==> config.mk <==
export PLATFORM = sky130hd
export DESIGN_NAME = gate_bist
export DESIGN_NICKNAME = d
export VERILOG_FILES = /design/src/rtl/gate_pkg.sv /design/src/rtl/gate_ref.sv /design/src/rtl/gate_bist.sv
export SDC_FILE = /design/constraint.sdc
export NUM_CORES = 1
export LEC_CHECK = 0
export CAP_MARGIN = 25
export CORE_MARGIN = 2
export CORE_UTILIZATION = 35
export DETAILED_ROUTE_END_ITERATION = 12
export GPL_TIMING_DRIVEN = 1
export SETUP_SLACK_MARGIN = 0.15
export SKIP_LAST_GASP = 1
export SLEW_MARGIN = 20
export SYNTH_ARGS = -nofsm -noshare
export SYNTH_HDL_FRONTEND = slang
export SYNTH_SLANG_ARGS = --single-unit
==> constraint.sdc <==
create_clock -name clk -period 6.04 [get_ports clk]
set_input_delay 1.208 -clock clk [delete_from_list [all_inputs] [get_ports clk]]
set_output_delay 1.208 -clock clk [all_outputs]
set_load 0.01 [all_outputs]
==> src/rtl/gate_pkg.sv <==
// gate_pkg: opcodes, FSM states and the golden gate model shared by RTL and benches.
package gate_pkg;
    localparam logic [2:0] OP_NOR  = 3'd0;
    localparam logic [2:0] OP_NAND = 3'd1;
    localparam logic [2:0] OP_AND  = 3'd2;
    localparam logic [2:0] OP_OR   = 3'd3;
    localparam logic [2:0] OP_XOR  = 3'd4;
    localparam logic [2:0] OP_XNOR = 3'd5;

    typedef enum logic [1:0] {S_IDLE, S_SETTLE, S_CHECK, S_DONE} state_t;

    // Only the low n bits of vec take part; reserved opcodes fall back to NOR.
    function automatic logic gate_golden(input logic [2:0] op, input logic [7:0] vec, input int n);
        logic a, o, x;
        a = 1'b1;
        o = 1'b0;
        x = 1'b0;
        for (int i = 0; i < 8; i++) begin
            if (i < n) begin
                a = a & vec[i];
                o = o | vec[i];
                x = x ^ vec[i];
            end
        end
        case (op)
            OP_NAND: return ~a;
            OP_AND:  return a;
            OP_OR:   return o;
            OP_XOR:  return x;
            OP_XNOR: return ~x;
            default: return ~o;
        endcase
    endfunction
endpackage

==> src/rtl/gate_ref.sv <==
// gate_ref: combinational reference gate, also usable as a known-good DUT.
module gate_ref
    import gate_pkg::*;
#(
    parameter int N_IN = 2
) (
    input  logic [2:0]      i_op,
    input  logic [N_IN-1:0] i_vec,
    output logic            o_y
);
    assign o_y = gate_golden(i_op, 8'(i_vec), N_IN);
endmodule

==> src/rtl/gate_bist.sv <==
// gate_bist: exhaustive BIST sweep of an N_IN-input gate against a golden model.
// Optional GATE_BIST_STOP_ON_FAIL_EN ends the sweep at the first mismatch.
module gate_bist
    import gate_pkg::*;
#(
    parameter int N_IN       = 2,
    parameter int SETTLE_CYC = 1
) (
    input  logic            clk,
    input  logic            rst_n,
    input  logic            start,
    input  logic [2:0]      op_sel,
    output logic [N_IN-1:0] dut_a,
    input  logic            dut_y,
    output logic            busy,
    output logic            done,
    output logic            pass,
    output logic [N_IN:0]   err_count,
    output logic [N_IN-1:0] fail_vec
);
    state_t            r_state, w_next;
    logic [3:0]        r_cnt;
    logic [2:0]        r_op;
    logic [N_IN-1:0]   r_a, r_fail;
    logic [N_IN:0]     r_err;
    logic              r_pass;
    logic              w_gold, w_mis, w_last;

    gate_ref #(.N_IN(N_IN)) u_ref (.i_op(r_op), .i_vec(r_a), .o_y(w_gold));

    // Case inequality so an X from the gate under test counts as a failure.
    assign w_mis  = (dut_y !== w_gold);
    assign w_last = &r_a;

    always_comb begin
        w_next = r_state;
        case (r_state)
            S_IDLE:   w_next = start ? S_SETTLE : S_IDLE;
            S_SETTLE: w_next = (r_cnt == 4'd0) ? S_CHECK : S_SETTLE;
`ifdef GATE_BIST_STOP_ON_FAIL_EN
            S_CHECK:  w_next = (w_last || w_mis) ? S_DONE : S_SETTLE;
`else
            S_CHECK:  w_next = w_last ? S_DONE : S_SETTLE;
`endif
            default:  w_next = S_IDLE;
        endcase
    end

    always_ff @(posedge clk or negedge rst_n) begin
        if (!rst_n) begin
            r_state <= S_IDLE;
            r_cnt   <= '0;
            r_op    <= '0;
            r_a     <= '0;
            r_err   <= '0;
            r_fail  <= '0;
            r_pass  <= 1'b0;
        end else begin
            r_state <= w_next;
            case (r_state)
                S_IDLE: if (start) begin
                    r_op   <= op_sel;
                    r_a    <= '0;
                    r_err  <= '0;
                    r_fail <= '0;
                    r_pass <= 1'b0;
                    r_cnt  <= 4'(SETTLE_CYC - 1);
                end
                S_SETTLE: if (r_cnt != 4'd0) r_cnt <= r_cnt - 4'd1;
                S_CHECK: begin
                    if (w_mis) begin
                        r_err <= r_err + 1'b1;
                        if (r_err == '0) r_fail <= r_a;
                    end
                    if (w_next == S_SETTLE) begin
                        r_a   <= r_a + 1'b1;
                        r_cnt <= 4'(SETTLE_CYC - 1);
                    end
                    if (w_next == S_DONE) r_pass <= !w_mis && (r_err == '0);
                end
                default: ;
            endcase
        end
    end

    assign dut_a     = r_a;
    assign busy      = (r_state == S_SETTLE) || (r_state == S_CHECK);
    assign done      = (r_state == S_DONE);
    assign pass      = r_pass;
    assign err_count = r_err;
    assign fail_vec  = r_fail;
endmodule

# == After elaboration in Yosys (flattened, before gate mapping) ==
# Index checks and enable logic that the tools add are counted.
# totals
regBits,17
out_inout_bits,10
# classes
add_sub_neg,3
eq_ne,17
n_mux,21
n_bitwise,6
n_reduce_logical,16
# ops
op,n
2-bit two-way mux,6
4-bit two-way mux,3
2-bit inequality test (second input constant),6
4-bit one-hot mux with 3 select lines,1
3-bit AND reduction,3
2-bit one-hot mux with 2 select lines,2
4-bit AND reduction,2
2-bit == test (second input constant),3
3-bit by 2-bit == test with 1-bit output (second input constant),2
3-bit == test (second input constant),2
3-bit two-way mux,2
2-bit one-hot mux with 3 select lines,1
3-bit one-hot mux with 2 select lines,1
1-bit one-hot mux with 5 select lines,1
2-bit by 1-bit == test with 1-bit output (second input constant),2
4-bit zero test,1
2-bit AND reduction,2
4-bit nonzero test,1
4-bit by 1-bit subtractor with 4-bit output (second input constant),1
3-bit by 1-bit adder with 3-bit output (second input constant),1
3-bit by 1-bit == test with 1-bit output (second input constant),1
3-bit zero test,1
1-bit two-way mux,3
1-bit NOT,3
other kinds (12),12

# == Depth between registers and ports, before layout ==
# logic_depth
word_depth,8
depth_mapped,8
depth_no_buf,8

# == Cells and area by module ==
# Synthesis repeated with hierarchy kept, for this count alone.
# unflattened
cells_unflattened,115
hier_area_um2,1157.4
# by_module_without_submodules
module,n_inst,cells_per_inst,area_each_um2
gate_bist,1,103,1066.0
gate_ref,1,12,91.3

# == Worst setup path before layout ==
# OpenSTA, ideal clock, no wires.
# synth_path
path_kind,input port to flip-flop
startpoint,input port start
endpoint,register r_cnt[2]
setup_ns,0.121
arrival_ns,2.089
t_required_ns,5.919
setup_slack_ns,3.830
stages,5
path_cell_list,nand2b_1 > nand4_1 > nor2_1 > mux2_2 > a22o_1
# synth_between
elab_chain_cells,5
# synth_lines
item,line_no,source
"start, declared",gate_bist.sv:11,"input logic start,"
1-bit two-way mux,gate_bist.sv:38,S_IDLE: w_next = start ? S_SETTLE : S_IDLE;
2-bit one-hot mux with 3 select lines,gate_bist.sv:37,case (r_state)
2-bit by 1-bit == test with 1-bit output,gate_bist.sv:75,if (w_next == S_SETTLE) begin
2-bit inequality test (no source line),-,
4-bit AND reduction (no source line) *,-,
"end signal, assigned",gate_bist.sv:67,r_cnt <= 4'(SETTLE_CYC - 1);
"end signal, assigned",gate_bist.sv:69,S_SETTLE: if (r_cnt != 4'd0) r_cnt <= r_cnt - 4'd1;
"end signal, assigned",gate_bist.sv:77,r_cnt <= 4'(SETTLE_CYC - 1);
"end, declared",gate_bist.sv:22,logic [3:0] r_cnt;
# Every way passes the cells marked *; elsewhere a longest branch is shown, timed or not.
# A chain may end at the register's enable or synchronous reset.

# == Worst setup path after layout ==
# layout_path
startpoint,register r_state[0]
endpoint,output port busy
# layout_between
elab_chain_cells,2
# layout_lines
item,line_no,source
"start, declared",gate_bist.sv:21,"state_t r_state, w_next;"
"start signal, assigned",gate_bist.sv:59,r_state <= w_next;
2-bit by 1-bit == test with 1-bit output or 2-bit == test (tied branches),gate_bist.sv:87,assign busy = (r_state == S_SETTLE) || (r_state == S_CHECK);
1-bit logical OR *,gate_bist.sv:87,
"end, declared",gate_bist.sv:15,"output logic busy,"
# Marks and branches as above.

==> metrics <==
register area share after synthesis=roughly 37%; share of layout cells above drive strength 1=between 7 and 8%; GPL Wtd Cong=~0.8; setup TNS=0 ns; CTS Buf Count=3; most common cell after layout, fill and taps aside=dfrtp_1; leakage=0.000591 uW; Post-DP HPWL=approximately 1800 um; commonest non-fill, non-tap cells in the layout=dfrtp_1 (17), clkdlybuf4s50_1 (16), nand2_1 (14), inv_1 (11); Clock Latency Late Sink=0.29 ns; clock tree buffer depth=2; Die H=approximately 61 um; drt pass-1 iters=4; crit path buf inv count=2; highest routed layer=met4; achievable frequency=363 MHz; # rows=20; worst hold path type=reg2reg; maximum fanout along the worst path=3; Core Region=slightly above 0.003 mm^2; fin crit period=between 2 and 3 ns; Met3 Routed Length=about 83 um; PostCTS Resize Cnt=0; worst slew pin tran=~0.76 ns; Vias=approximately 930; pin count of the biggest net entering global routing=19; DRC violations left=0; Logic pwr share=about three fifths; CP delay by family, top=buffers and inverters; largest family of logic cells by synthesized area=simple AND/OR/NAND/NOR gates; Starting DRT DRC Count=26; Setup-failing EPs final=0; Synth async-reset ratio=100%; Int Pwr=about 350 uW; Worst path max stage delay=0.52 ns; Post-synth EDFFs=0; mapped cell area=roughly 0.0011 mm^2; CP Capture Type=output port; initial core utilization=roughly 37%; CP Class=reg2out; Total GRT Usage=14.7%; CP Cell Sequence=inv_1 -> ha_1 -> clkdlybuf4s50_1; Max VDD drop=0.206 mV; WL/cell=12.5 um; total clock sinks=17; M1 WL=around 1100 um; io pins=17; Setup crit start kind=flop; Pwr Total=roughly 660 uW; Power Density=roughly 480 mW/mm^2; Final nets=160; RSZ-0062 raised after global routing=no; number of I/O port buffers=16; status=finished, final reports clean; smallest hold slack=roughly 0.52 ns; clock slew at reported path FFs=0.10 ns; clock skew=between 0.001 and 0.0015 ns; Synth Area in XOR/XNOR=2.97%; metal2 WL=about 1100 um; synth-to-layout area growth=20.4%; Max Slew Vio Count=0; slowest library cell on the worst path=clkdlybuf4s50_1; Hold-fix buffers, CTS=0; mux cell area share after synthesis=under 10%; Flop pwr share=29.3%; Detailed Route WL=between 2000 and 2500 um; number of synthesized register bits=17; post-detailed-route count of antenna-violating nets=0; normalized max-slew margin=between 40% and 50%; first-pass GRT wire length=4050 um; initial antenna violation count=0; post-synthesis adder-cell area fraction=11.0%; Synth Area in Simple Gates=a little under a fifth; ant diodes=0; Hold Vio Cnt, Final=0; post-CTS setup buffer count=0; global route total overflow=0; drt via density=around 5; H-tree depth=1; Netlist cell types=31; # fillers=300; Sw Pwr=303 uW; Syn Area/Cell=9.09 um^2; number of global-route vias before repair=just over 900; CP Data Required Time=4.83 ns; final period utilization=about 46%; die area=roughly 0.0037 mm^2; complex-gate fraction of the synthesized area=18.0%; Clock power frac=under 10%; CTS tree=yes; total of max-cap violations=0; Post-Synthesis Net Count=142; die width=~61 um; clock tree root buffer cell=clkbuf_4; Sw Share=a little under half; Warnings, synthesis=0; CP Data Arrival Time=1.55 ns; Main synth FF type=dfrtp_1; Post-Synthesis Cells=roughly 130
==> cell type report <==
type                    instances  area, um^2  share of cell area, %
clock buffers                   3        22.5                   1.65
clock inverters                 1        5.00                  0.366
inverters                      11        41.3                   3.02
multi-input cells              94         658                   48.1
flip-flops and latches         17         425                   31.1
well taps                      44        55.1                   4.03
repair buffers                 16         160                   11.7
==> cell families after synthesis <==
group           Yosys count
flops                    17
simple gates             42
compound gates           31
mux                       8
fa+ha+maj                10
xor+xnor                  3
buf+inv                  14
==> registers in the layout, indices dropped and copies added, names as in the netlist <==
signal / flops
r_state: 2
err_count: 3
r_op: 3
pass: 1
r_cnt: 4
fail_vec: 2
dut_a: 2
==> synthesized netlist by cell type (2+ instances only) <==
cell | number | area (um^2)
nor3_1 | 2 | 10.0
clkbuf_1 | 3 | 11.3
a22o_1 | 2 | 17.5
a311o_1 | 2 | 20.0
mux2_2 | 4 | 45.0
o31ai_1 | 3 | 22.5
nor2_1 | 7 | 26.3
ha_1 | 10 | 125
o21ai_0 | 10 | 50.1
nand2_1 | 14 | 52.6
mux2i_1 | 3 | 30.0
nand3_1 | 4 | 20.0
a21oi_1 | 6 | 30.0
a31oi_1 | 2 | 12.5
dfrtp_1 | 17 | 425
nor2b_1 | 3 | 18.8
inv_1 | 11 | 41.3
nand2b_1 | 4 | 25.0
o311ai_0 | 2 | 17.5
or3_1 | 2 | 12.5
nand4_1 | 4 | 25.0
==> metal layers <==
layer	GRT usage [%]	up-vias
met5	0	-
met4	6.52	0
li1	-	477
met1	18.8	438
met3	2.13	2
met2	24.4	16
==> power by group through the flow <==
stage               sequential (uW)  clock (uW)  combinational (uW)
global route                    200        70.5                 451
global placement                193           0                 394
CTS                             192        66.2                 404
floorplan                       192           0                 288
detailed placement              195           0                 402
finish                          192        62.7                 402
==> per-stage QoR <==
stage / cell area, um^2 / std cells / utilization [%] / worst slack [ns]
after floorplan: 1140 / 125 / - / 3.83
after global placement: 1340 / 182 / 43.5 / 3.15
after detailed placement: 1340 / 182 / 43.5 / 3.08
after CTS: 1370 / 186 / 44.4 / 3.25
after global routing: 1370 / 186 / 44.4 / 3.19
final: 1370 / 186 / 44.4 / 3.28
==> worst min-delay path, stage by stage, from the launching register on <==
cell	delay, ns
dfrtp_1	0.37
nand2_1	0.05
o21ai_0	0.07
==> path summary, 6_finish.rpt <==
path | startpoint | endpoint | slack (ns) | depth (start not counted)
min in group asynchronous | rst_n | pass | 1.35 | 1
hold / removal | r_cnt[1] | r_cnt[1] | 0.52 | 2
setup reg to reg | dut_a[0] | fail_vec[1] | 3.57 | 7
hold reg to reg | r_cnt[1] | r_cnt[1] | 0.52 | 2
max in group asynchronous | rst_n | dut_a[1] | 4.21 | 1
setup / recovery | r_state[0] | busy | 3.28 | 3
(Power assumes the default switching activity.)
